==> config.mk <==
export PLATFORM = sky130hd
export DESIGN_NAME = pc_sequencer_flat
export DESIGN_NICKNAME = d
export VERILOG_FILES = /design/src/rtl/pc_pkg.sv /design/src/rtl/pc_sequencer_if.sv /design/src/rtl/branch_cond.sv /design/src/rtl/pc_sequencer.sv /design/src/flat_wrapper.sv
export SDC_FILE = /design/constraint.sdc
export NUM_CORES = 1
export LEC_CHECK = 0
export ABC_AREA = 1
export ABC_CLOCK_PERIOD_IN_PS = 2750
export CELL_PAD_IN_SITES_DETAIL_PLACEMENT = 1
export CELL_PAD_IN_SITES_GLOBAL_PLACEMENT = 1
export CORE_MARGIN = 3
export CORE_UTILIZATION = 35
export DETAILED_ROUTE_END_ITERATION = 8
export PLACE_DENSITY = 0.93
export REMOVE_ABC_BUFFERS = 1
export SYNTH_ARGS = -nofsm -noshare
export SYNTH_HDL_FRONTEND = slang
export SYNTH_HIERARCHICAL = 1
export SYNTH_SLANG_ARGS = --single-unit
==> constraint.sdc <==
create_clock -name clk -period 2.75 [get_ports clk]
set_clock_uncertainty 0.15 [all_clocks]
set_input_delay 0.4125 -clock clk [delete_from_list [all_inputs] [get_ports clk]]
set_output_delay 0.4125 -clock clk [all_outputs]
set_load 0.05 [all_outputs]
==> src/rtl/pc_pkg.sv <==
`default_nettype none
// +------------------------------------------------------------------+
// | pc_pkg : shared encodings for the PC sequencer      rev 1.0      |
// +------------------------------------------------------------------+
package pc_pkg;

  localparam logic [1:0] KIND_JAL  = 2'b00;
  localparam logic [1:0] KIND_JALR = 2'b01;
  localparam logic [1:0] KIND_BR   = 2'b10;
  localparam logic [1:0] KIND_RSVD = 2'b11;

  localparam logic [2:0] F3_BEQ  = 3'b000;
  localparam logic [2:0] F3_BNE  = 3'b001;
  localparam logic [2:0] F3_BLT  = 3'b100;
  localparam logic [2:0] F3_BGE  = 3'b101;
  localparam logic [2:0] F3_BLTU = 3'b110;
  localparam logic [2:0] F3_BGEU = 3'b111;

  localparam logic [1:0] ST_BOOT = 2'd0;
  localparam logic [1:0] ST_RUN  = 2'd1;
  localparam logic [1:0] ST_TRAP = 2'd2;

  typedef struct packed {
    logic n;
    logic z;
    logic c;
    logic v;
  } alu_flags_t;

endpackage
`default_nettype wire

==> src/rtl/pc_sequencer_if.sv <==
`default_nettype none
// +------------------------------------------------------------------+
// | pc_sequencer_if : fetch/redirect/trap bundle        rev 1.0      |
// +------------------------------------------------------------------+
interface pc_sequencer_if #(
  parameter int WIDTH = 32
);
  logic             fetch_ready;
  logic             redir_valid;
  logic [1:0]       redir_kind;
  logic [2:0]       cond;
  logic             flag_n;
  logic             flag_z;
  logic             flag_c;
  logic             flag_v;
  logic [WIDTH-1:0] src_pc;
  logic [WIDTH-1:0] base;
  logic [WIDTH-1:0] offset;
  logic             trap_ack;
  logic [WIDTH-1:0] instr_addr;
  logic             fetch_valid;
  logic             taken;
  logic [WIDTH-1:0] link_addr;
  logic             trap;
  logic [WIDTH-1:0] bad_addr;

  modport slave (
    input  fetch_ready, redir_valid, redir_kind, cond,
           flag_n, flag_z, flag_c, flag_v,
           src_pc, base, offset, trap_ack,
    output instr_addr, fetch_valid, taken, link_addr, trap, bad_addr
  );

  modport master (
    output fetch_ready, redir_valid, redir_kind, cond,
           flag_n, flag_z, flag_c, flag_v,
           src_pc, base, offset, trap_ack,
    input  instr_addr, fetch_valid, taken, link_addr, trap, bad_addr
  );
endinterface
`default_nettype wire

==> src/rtl/branch_cond.sv <==
`default_nettype none
// +------------------------------------------------------------------+
// | branch_cond : RV32I funct3 evaluation on rs1-rs2 flags  rev 1.0  |
// +------------------------------------------------------------------+
module branch_cond
  import pc_pkg::*;
(
  input  logic [2:0]  cond,
  input  alu_flags_t  flags,
  output logic        result
);

  // flags.c is a borrow, so it is set exactly when rs1 < rs2 unsigned.
  always_comb begin
    result = 1'b0;
    case (cond)
      F3_BEQ:  result = flags.z;
      F3_BNE:  result = ~flags.z;
      F3_BLT:  result = flags.n ^ flags.v;
      F3_BGE:  result = ~(flags.n ^ flags.v);
      F3_BLTU: result = flags.c;
      F3_BGEU: result = ~flags.c;
      default: result = 1'b0;
    endcase
  end

endmodule
`default_nettype wire

==> src/rtl/pc_sequencer.sv <==
`default_nettype none
// +------------------------------------------------------------------+
// | pc_sequencer : fetch address generation with redirect and trap  |
// | rev 1.0                                                          |
// +------------------------------------------------------------------+
module pc_sequencer
  import pc_pkg::*;
#(
  parameter int               WIDTH        = 32,
  parameter logic [WIDTH-1:0] RESET_VECTOR = '0,
  parameter logic [WIDTH-1:0] TRAP_VECTOR  = WIDTH'('h100)
) (
  input  logic          clk,
  input  logic          rst,
  pc_sequencer_if.slave bus
);

  logic [1:0]       state_q, state_d;
  logic [WIDTH-1:0] pc_q, pc_d;
  logic [WIDTH-1:0] bad_q, bad_d;

  alu_flags_t       flags;
  logic             cond_ok;
  logic             taken;
  logic [WIDTH-1:0] jalr_sum;
  logic [WIDTH-1:0] target;
  logic             misaligned;

  assign flags = '{n: bus.flag_n, z: bus.flag_z, c: bus.flag_c, v: bus.flag_v};

  branch_cond u_branch_cond (
    .cond   (bus.cond),
    .flags  (flags),
    .result (cond_ok)
  );

  assign taken = bus.redir_valid &
                 ((bus.redir_kind == KIND_JAL) |
                  (bus.redir_kind == KIND_JALR) |
                  ((bus.redir_kind == KIND_BR) & cond_ok));

  assign jalr_sum   = bus.base + bus.offset;
  assign target     = (bus.redir_kind == KIND_JALR) ? (jalr_sum & ~WIDTH'(1))
                                                    : (bus.src_pc + bus.offset);
  assign misaligned = |target[1:0];

  always_comb begin
    state_d = state_q;
    pc_d    = pc_q;
    bad_d   = bad_q;
    case (state_q)
      ST_BOOT: state_d = ST_RUN;
      ST_RUN: begin
        // A taken redirect wins over both stall and sequential advance.
        if (taken) begin
          if (misaligned) begin
            state_d = ST_TRAP;
            bad_d   = target;
            pc_d    = TRAP_VECTOR;
          end else begin
            pc_d = target;
          end
        end else if (bus.fetch_ready) begin
          pc_d = pc_q + WIDTH'(4);
        end
      end
      ST_TRAP: begin
        pc_d = TRAP_VECTOR;
        if (bus.trap_ack) begin
          state_d = ST_RUN;
          pc_d    = TRAP_VECTOR + WIDTH'(4);
        end
      end
      default: begin
        state_d = ST_BOOT;
        pc_d    = RESET_VECTOR;
      end
    endcase
  end

  always_ff @(posedge clk or posedge rst) begin
    if (rst) begin
      state_q <= ST_BOOT;
      pc_q    <= RESET_VECTOR;
      bad_q   <= '0;
    end else begin
      state_q <= state_d;
      pc_q    <= pc_d;
      bad_q   <= bad_d;
    end
  end

  assign bus.instr_addr  = pc_q;
  assign bus.fetch_valid = (state_q != ST_BOOT);
  assign bus.trap        = (state_q == ST_TRAP);
  assign bus.bad_addr    = bad_q;
  assign bus.taken       = taken;
  assign bus.link_addr   = bus.src_pc + WIDTH'(4);

endmodule
`default_nettype wire

==> src/flat_wrapper.sv <==
// flat-port wrapper written by rule: the top's interface ports become plain ports
module pc_sequencer_flat import pc_pkg::*;
#(
  parameter int               WIDTH        = 32,
  parameter logic [WIDTH-1:0] RESET_VECTOR = '0,
  parameter logic [WIDTH-1:0] TRAP_VECTOR  = WIDTH'('h100)
)
  (clk, rst, bus_fetch_ready, bus_redir_valid, bus_redir_kind, bus_cond, bus_flag_n, bus_flag_z, bus_flag_c, bus_flag_v, bus_src_pc, bus_base, bus_offset, bus_trap_ack, bus_instr_addr, bus_fetch_valid, bus_taken, bus_link_addr, bus_trap, bus_bad_addr);
  pc_sequencer_if #(.WIDTH(WIDTH)) bus_i ();
  input  logic clk;
  input  logic rst;
  input wire logic [$bits(bus_i.fetch_ready)-1:0] bus_fetch_ready;
  input wire logic [$bits(bus_i.redir_valid)-1:0] bus_redir_valid;
  input wire logic [$bits(bus_i.redir_kind)-1:0] bus_redir_kind;
  input wire logic [$bits(bus_i.cond)-1:0] bus_cond;
  input wire logic [$bits(bus_i.flag_n)-1:0] bus_flag_n;
  input wire logic [$bits(bus_i.flag_z)-1:0] bus_flag_z;
  input wire logic [$bits(bus_i.flag_c)-1:0] bus_flag_c;
  input wire logic [$bits(bus_i.flag_v)-1:0] bus_flag_v;
  input wire logic [$bits(bus_i.src_pc)-1:0] bus_src_pc;
  input wire logic [$bits(bus_i.base)-1:0] bus_base;
  input wire logic [$bits(bus_i.offset)-1:0] bus_offset;
  input wire logic [$bits(bus_i.trap_ack)-1:0] bus_trap_ack;
  output wire logic [$bits(bus_i.instr_addr)-1:0] bus_instr_addr;
  output wire logic [$bits(bus_i.fetch_valid)-1:0] bus_fetch_valid;
  output wire logic [$bits(bus_i.taken)-1:0] bus_taken;
  output wire logic [$bits(bus_i.link_addr)-1:0] bus_link_addr;
  output wire logic [$bits(bus_i.trap)-1:0] bus_trap;
  output wire logic [$bits(bus_i.bad_addr)-1:0] bus_bad_addr;
  assign bus_i.fetch_ready = bus_fetch_ready;
  assign bus_i.redir_valid = bus_redir_valid;
  assign bus_i.redir_kind = bus_redir_kind;
  assign bus_i.cond = bus_cond;
  assign bus_i.flag_n = bus_flag_n;
  assign bus_i.flag_z = bus_flag_z;
  assign bus_i.flag_c = bus_flag_c;
  assign bus_i.flag_v = bus_flag_v;
  assign bus_i.src_pc = bus_src_pc;
  assign bus_i.base = bus_base;
  assign bus_i.offset = bus_offset;
  assign bus_i.trap_ack = bus_trap_ack;
  assign bus_instr_addr = bus_i.instr_addr;
  assign bus_fetch_valid = bus_i.fetch_valid;
  assign bus_taken = bus_i.taken;
  assign bus_link_addr = bus_i.link_addr;
  assign bus_trap = bus_i.trap;
  assign bus_bad_addr = bus_i.bad_addr;
  pc_sequencer #(.WIDTH(WIDTH), .RESET_VECTOR(RESET_VECTOR), .TRAP_VECTOR(TRAP_VECTOR)) u_core (.clk(clk), .rst(rst), .bus(bus_i));
endmodule
# After elaboration in Yosys (flattened, before gate mapping)
# Index checks and enable logic that the tools add are counted.
[totals] ff_bits=66 in_bits=110 out_inout_bits=99
[classes] n_addsub=4 n_eq_ne=13 muxes=11 bitwise_logic=9 reduce_logical=8
[ops] operator="32-bit 2-to-1 mux" count=4
[ops] operator="32-bit case mux with 3 select lines" count=1
[ops] operator="32-bit by 3-bit adder with 32-bit output, second input constant" count=2
[ops] operator="32-bit adder" count=2
[ops] operator="3-bit == test, second input constant" count=4
[ops] operator="2-bit 2-to-1 mux" count=3
[ops] operator="1-bit case mux with 6 select lines" count=1
[ops] operator="2-bit case mux with 3 select lines" count=1
[ops] operator="3-bit AND reduction" count=2
[ops] operator="2-bit by 1-bit == test with 1-bit output, second input constant" count=2
[ops] operator="2-bit == test, second input constant" count=2
[ops] operator="2-bit zero test" count=2
[ops] operator="2-bit != test, second input constant" count=2
[ops] operator="1-bit NOT" count=4
[ops] operator="3-bit by 1-bit == test with 1-bit output, second input constant" count=1
[ops] operator="3-bit zero test" count=1
[ops] operator="3-bit 2-to-1 mux" count=1
[ops] operator="3-bit != test, second input constant" count=1
[ops] operator="1-bit bitwise AND" count=2
[ops] operator="2-bit by 1-bit != test with 1-bit output, second input constant" count=1
[ops] operator="1-bit OR" count=2
[ops] operator="2-bit AND reduction" count=1
[ops] operator="2-bit nonzero test" count=1
[ops] operator="2-bit OR reduction" count=1
[ops] operator="1-bit bitwise XOR" count=1

# Longest topological paths before layout
# Gate-level depths: netlist of run 1.
[depth] word_depth=8 mapped_depth=17 ltp_nobuf=17

# Cells and area by module
# The synthesis of run 1 kept the hierarchy.
[by_module_without_submodules] module="pc_sequencer" instances=1 cells_each=1627 area_per_inst_um2=9223.8 seq_area_each_um2=1651.6
[by_module_without_submodules] module="branch_cond" instances=1 cells_each=27 area_per_inst_um2=111.4 seq_area_each_um2=0.0

# Worst setup path before layout of run 1
# OpenSTA, ideal clock, no wires.
[synth_path] kind="in2out" startpoint="input port bus_src_pc[2]" endpoint="output port bus_link_addr[26]" arrival_time_ns=2.356 path_slack_ns=-0.168 path_stages=9 n_path_buf=0 path_cell_list="ha_1 > inv_1 > nor4_4 > nand2_2 > nor3_4 > inv_2 > nor3_4 > nand2_1 > xnor2_1"
[synth_via] elab_chain_len=1
[synth_rtl] element="from (decl)" line_no="flat_wrapper.sv:20" text="input wire logic [$bits(bus_i.src_pc)-1:0] bus_src_pc;"
[synth_rtl] element="32-bit by 3-bit adder with 32-bit output" line_no="pc_sequencer.sv:98" text="assign bus.link_addr = bus.src_pc + WIDTH'(4);"
[synth_rtl] element="to (decl)" line_no="flat_wrapper.sv:27" text="output wire logic [$bits(bus_i.link_addr)-1:0] bus_link_addr;"
# No other way between the ends.

# Worst setup path after layout of run 1
[layout_path] startpoint="input port bus_src_pc[24]" endpoint="output port bus_link_addr[31]"
# The elaborated chain is that of the path after synthesis.

==> results.md, run 1 <==
- Setup WS pre-CTS: -629 ps
- Sequential share of power: 0.203
- Initial Util: 0.357
- EDFF count, synth: 0
- HP Class: in2async
- Failing checks: setup timing
- Worst setup SP type: input pin
- CP Class: in2out
- Placed instance count: 2,344
- Synth top area cells: nand2_1 (27%), dfrtp_1 (18%), inv_1 (11%), ha_1 (9.1%), nand3_1 (6.4%)
- Routability cong.: 0.939
- Top-area cell type share of the netlist area: 0.268
- Req. time, crit path: 2190 ps
- Seq/Total Area, Yosys: 0.177
- Final setup fails: 9
- Syn Std Cell Area: about 9300 um^2
- Total track usage: 0.303
- F_max: 0.353 GHz
- CTS Hold Buffers Added: 0
- R2R cell count: 13
- Final core occ: 0.548
- Drt drc: 0
- Tmin final: 2830 ps
- Reg2Reg Launch Point: u_core/bus.instr_addr[2]
- Combinational share of power: 0.644
- Bufs on Longest Clock Path: 2
- Final cycle utilization of the critical path: 1.03
- IO buf count: 208
- Largest net degree at the start of global routing: 67
- First-pass GRT wire length: 69.7 mm
- PD cells: 575 nW/um^2
- Fin worst setup slack: -82.1 ps
- Share of cells above drive strength 1: 0.195
- CTS sink count: 66
- Internal power: 4.02 mW
- Reg2Reg Capture Point: u_core/bus.instr_addr[22]
- Worst slew margin: 0.506
- Worst-margin pin slew: about 730 ps
- Switching portion of total power: 0.512
- Via count: 12,637
- Clock transition at path regs: 60 ps
- Most numerous cell in the Yosys netlist: nand2_1
- Share of flip-flops with an asynchronous set or reset: 1.00
- Initial DRC Count: between 800 and 900
- Setup slack, reg-to-reg: ~70 ps
- Status: complete, but fails checks
- Synth Area per Inst: 5.64 um^2
- Die height: 169 um
- Via/cell ratio: approximately 5.3
- Clk pwr share: 0.153
- Fin. max-slew vios: 0
- Layout area overhead: 53.4%
- Wirelength per Cell: 19.9 um
- Final ANT Viol Nets: 0
- Syn. warnings: 6
- Switching power total: around 4.2 mW
- Die ar.: 28,700 um^2
- Row count: 59
- CORE AREA: 26,100 um^2
- CTS Buf Count: 9
- Tot Pwr: ~8 mW
- Leading area contributor after synthesis: nand2_1
- Max-cap violations: 0
- Ys flop type: dfrtp_1
- Ports: between 200 and 250
- CTS tree: built
- CTS root buf: clkbuf_16
- Number of global-route vias before repair: 13,399
- Maximum fanout along the worst path: 3
- Antenna cells: 0
- Router iterations before antenna repair: 5
- Leakage power: 7.75 nW
- Endpoints failing hold: 0
- H-tree depth: 3
- Design Area, Final: 14,300 um^2
- Flops & latches, synth: 66
- Worst Path Arrival: 2270 ps
- Non-Filler Instances: 2,375
- Synth cell types: 51
- GRT overflow: 0
- Post-DP HPWL: 36.1 mm
- Top cells by count, synth: nand2_1 (666), inv_1 (266), nor2_1 (140), nand3_1 (120)
- RSZ-0062 raised after global routing: true
- Nets: around 2,200
- Cells after Synth: 1,654
- Post-Route WL: 47.3 mm
- Clock Latency Late Sink: between 300 and 400 ps
- Die Span X: ~170 um
- DP Area: around 13,000 um^2
- Crit. End Element: primary output
- Peak supply drop: around 0.43 mV
- Antenna violations before repair: 0
## metrics by stage
stage | hold WS (ps) | TNS, ps
4_1_cts | 334 | -516
5_1_grt | 339 | -1750
2_1_floorplan | 441 | -4340
3_5_place_dp | 315 | -24500
6_report | 294 | -287
3_3_place_gp | 307 | -15100
## sequential cells by signal, summed over array words and instances (netlist names)
| name | flops |
|---|---|
| u_core/bus.bad_addr | 32 |
| u_core/bus.instr_addr | 32 |
| u_core/state_q | 2 |
## critical path, cell delays in order
cell and delay [ps]:
clkdlybuf4s50_1 510, buf_4 140, nand2_2 90, buf_4 170, nor2_1 380, nand3_2 170
xnor2_2 220, buf_12 170
## cells in the final DEF, fill, tap and decap left out, types with 8 or more instances in the layout
cell type | Yosys | routed
xnor2_1 | 17 | 13
clkbuf_16 | 0 | 11
nand2_1 | 666 | 626
a21oi_1 | 68 | 62
dlymetal6s2s_1 | 0 | 8
nor2_2 | 6 | 10
o21ai_0 | 37 | 35
inv_2 | 9 | 8
buf_4 | 4 | 175
o21ai_1 | 18 | 19
clkdlybuf4s50_1 | 0 | 155
or2_2 | 9 | 9
nor2_4 | 5 | 8
buf_12 | 0 | 36
xor2_1 | 26 | 20
a21oi_2 | 6 | 12
nand3_1 | 120 | 114
inv_1 | 266 | 262
dfrtp_1 | 66 | 66
nor3_1 | 21 | 17
nor2_1 | 140 | 133
nand4_1 | 16 | 16
nand2_2 | 7 | 42
o21ai_2 | 11 | 11
ha_1 | 68 | 61
## area by class of cell
class                           count  area (um^2)
Sequential cell                    66         1650
Fill cell                        3523        11800
Inverter                          277         1070
Tap cell                          335          419
Clock inverter                      7         93.8
Multi-Input combinational cell   1288         6940
Timing Repair Buffer              393         3920
Clock buffer                        9          225
## per-layer routing
metal / GRT usage / share of wire
met1: 0.354 / 0.39
met2: 0.562 / 0.51
met3: 0.0354 / 0.050
met4: 0.119 / 0.042
met5: 0 / 0
## power groups by stage
stage	clock [mW]	sequential, mW	combinational, mW
global route	1.32	1.71	5.61
floorplan	0	2.65	1.75
global placement	0	1.65	4.72
detailed placement	0	1.67	4.90
finish	1.26	1.67	5.30
CTS	1.27	1.66	4.97
## cells by family (layout without fill, tap and decap cells)
kind of cell,Yosys count,in the layout,share of synthesized area
flip-flops,66,66,0.177
AND/OR/NAND/NOR,1012,1012,0.455
adder cells (fa/ha/maj),70,70,0.0954
buffers and inverters,300,686,0.129
XOR/XNOR,43,43,0.0403
multiplexers,1,1,0.00107
AO/OA/AOI/OAI,162,162,0.102
## worst max path at each step
stage	startpoint	end	slack [ps]
after global routing	bus_src_pc[9]	bus_link_addr[28]	-200
after floorplan	bus_src_pc[2]	bus_link_addr[26]	-170
final	bus_src_pc[24]	bus_link_addr[31]	-80
after CTS	bus_src_pc[3]	bus_link_addr[26]	-130
after detailed placement	bus_src_pc[2]	bus_link_addr[26]	-630
after global placement	bus_src_pc[2]	bus_link_addr[26]	-500
## timing repair
| action | in CTS | in global routing |
|---|---|---|
| cloned | 0 | 1 |
| pin swaps | 19 | 27 |
| buffers inserted | 7 | 8 |
| endpoints found under the setup margin | 36 | 51 |
| resized for setup | 64 | 112 |
Note: power is estimated with default switching activity, not from simulation.
==> run 2: changes to the inputs <==
- ABC_CLOCK_PERIOD_IN_PS: 2750 -> 2700
- TNS_END_PERCENT: not set -> 10
- clock period: 2.75 -> 2.7 ns (I/O delays scaled with it)
==> run 2 against run 1 <==
  * The flow still finishes with violations (setup timing)
  * Core utilization shrank 0.95 points
  * Sequential share of layout area grew 0.20 points
  * Count of clock-buffer cells in the layout is the same
  * Global-route usage grew 1.3 points
  * Highest routed layer unchanged
==> results.md, run 2 (synthesis results as in run 1) <==
- Reg2Reg Capture Point: u_core/bus.instr_addr[22]
- PD cells: 580 nW/um^2 (+0.84%)
- Reg2Reg Launch Point: u_core/bus.instr_addr[3]
- Top delay family on crit path: buffers and inverters
- Max-cap violations: 0 (unchanged)
- GRT overflow: 0 (unchanged)
- Fin. max-slew vios: 0 (unchanged)
- Post-DP HPWL: 37.1 mm (+2.7%)
- Via/cell ratio: 5.44 (+2.3%)
- Max stage delay cell, worst path: clkdlybuf4s50_1
- Initial DRC Count: 1,068 (+22%)
- Setup crit start: bus_src_pc[24]
- CTS sink count: 66 (unchanged)
- Antenna cells: 0 (unchanged)
- Status: complete, but fails checks
- Ports: 209 (unchanged)
- Antenna violations before repair: 0 (unchanged)
- Tot Pwr: 8.16 mW (-0.91%)
- HP Class: in2async
- Internal power: 3.95 mW (-1.7%)
- Combinational share of power: 0.639 (-0.005)
- Share of cells above drive strength 1: 0.183 (-0.0120)
- Router iterations before antenna repair: 6 (+1)
- CORE AREA: 26,100 um^2 (unchanged)
- Setup WS pre-CTS: -579 ps (+50.0 ps)
- Largest net degree at the start of global routing: 41 (-39%)
- Setup slack, reg-to-reg: 70 ps (about the same)
- Worst setup SP type: input pin
- Worst path bufs/invs: 3 (-1)
- Routability cong.: 0.980 (+4.3%)
- Switching power total: 4.21 mW (-0.17%)
- Layout area overhead: 50.7%
- Worst-margin pin slew: 691 ps (-44.1 ps)
- Crit. End Element: primary output
- R2R cell count: 13 (unchanged)
- WHS: 220 ps (-73.7 ps)
- F_max: approximately 0.35 GHz
- CP cell instances: clkdlybuf4s50_1 -> nand2_1 -> buf_4 -> nor2_1 -> nand2_1 -> xor2_2 -> buf_12
- CTS tree: built
- Via count: 12,855 (+1.7%)
- Final ANT Viol Nets: 0 (unchanged)
- Maximum fanout along the worst path: 3 (unchanged)
- Clock Latency Late Sink: 340 ps (about the same)
- Total track usage: 0.316 (+0.0127)
- Leakage power: 7.58 nW (-2.3%)
- Most frequent cells in the layout: nand2_1 (634), inv_1 (262), clkdlybuf4s50_1 (161), buf_4 (161), nor2_1 (131)
- Switching portion of total power: 0.516 (+0.00381)
- RSZ-0062 raised after global routing: true
- CTS root buf: clkbuf_16
- Final cycle utilization of the critical path: 1.06
- Worst Path Arrival: 2300 ps (+30 ps)
- Clock transition at path regs: 50 ps (about the same)
- CTS Buf Count: 9 (unchanged)
- IO buf count: 208 (unchanged)
- Nets: 2,202 (-0.59%)
- CP Class: in2out
- Bufs on Longest Clock Path: 2 (unchanged)
- Die ar.: 28,700 um^2 (unchanged)
- Fin worst setup slack: -158 ps (-76.1 ps)
- Initial Util: 0.357 (unchanged)
- Final setup fails: 19 (+10)
- Tmin final: 2860 ps
- Wirelength per Cell: 20.0 um (+0.66%)
- CTS Hold Buffers Added: 0 (unchanged)
- Number of global-route vias before repair: 14,251 (+6.4%)
- Clk pwr share: 0.154 (about the same)
- H-tree depth: 3 (unchanged)
- Req. time, crit path: 2140 ps (-50 ps)
- Die height: 169 um (unchanged)
- Post-Route WL: 47.3 mm (about the same)
- Cell mode on critical path: nand2_1
- Filler cells: 3,541 (+0.51%)
- Failing checks: setup timing
- First-pass GRT wire length: 72.9 mm (+4.6%)
- Peak supply drop: 0.427 mV (-1.2%)
- Die Span X: 169 um (unchanged)
- Commonest non-fill, non-tap cell in the layout: nand2_1
- Drt drc: 0 (unchanged)
- Max stage delay on crit path: 610 ps (+100 ps)
- Sequential share of power: 0.207 (+0.004)
- Endpoints failing hold: 0 (unchanged)
- Worst slew margin: 0.535 (+0.0297)
- Row count: 59 (unchanged)
==> run 2: cell types whose count changed in the layout (fill, tap and decap cells not counted), sizes merged <==
| cell | change |
|---|---|
| dlygate4sd2 | -1 |
| clkdlybuf4s50 | +6 |
| clkdlybuf4s15 | +2 |
| clkbuf | -4 |
| dlymetal6s2s | -5 |
| buf | -11 |
| clkinvlp | -2 |
| inv | +1 |
==> run 2: layout make-up <==
type	count	area, um^2	share of cell area
Multi-Input combinational cell	1288	6840	0.486
Timing Repair Buffer	380	3790	0.269
Sequential cell	66	1650	0.117
Inverter	277	1060	0.0755
Tap cell	335	419	0.0298
Clock buffer	9	225	0.0160
Clock inverter	6	82.6	0.00587
==> run 2: worst max-delay path by stage <==
stage                              endpoint  slack [ps]  cells past startpoint
after floorplan           bus_link_addr[26]        -200                      9
after global placement    bus_link_addr[26]        -500                     11
after detailed placement  bus_link_addr[26]        -580                     11
after CTS                 bus_link_addr[30]        -170                     11
after global routing      bus_link_addr[27]        -210                      7
final                     bus_link_addr[27]        -160                      7
==> run 2: power groups by stage <==
stage               Sequential, mW  Clock (mW)  Combinational, mW
floorplan                     2.70           0               1.79
finish                        1.69        1.26               5.21
CTS                           1.68        1.27               5.08
detailed placement            1.68           0               5.00
global placement              1.66           0               4.77
global route                  1.74        1.33               5.50
==> run 2: what timing repair did <==
item,4_1_cts,5_1_grt
pin swaps,18,21
cloned,0,0
buffers inserted,4,5
gates resized for setup,72,70
endpoints found under the setup margin,49,59
==> run 2: routing by layer <==
metal / up-vias / track usage / wire [um]
li1: 5876 / - / -
met1: 6114 / 0.359 / 18000
met2: 636 / 0.558 / 23300
met3: 229 / 0.0487 / 2870
met4: 0 / 0.190 / 3140
met5: - / 0 / 0
==> run 2: through the flow <==
stage               std cells  TNS, ps   util  instance area [um^2]
floorplan                1631    -6620      -                  9190
global route             2361    -3530  0.538                 14100
finish                   2361    -1100  0.538                 14100
global placement         2337   -16340  0.508                 13300
detailed placement       2337   -28050  0.508                 13300
CTS                      2356     -998  0.528                 13800
==> run 2: worst reg2reg max path, delay by kind of cell, from the launching register on <==
kind | cells | cell delay (ps)
fa+ha+maj | 1 | 310
buf+inv | 2 | 220
flops | 1 | 410
simple gates | 9 | 1280
compound gates | 1 | 220
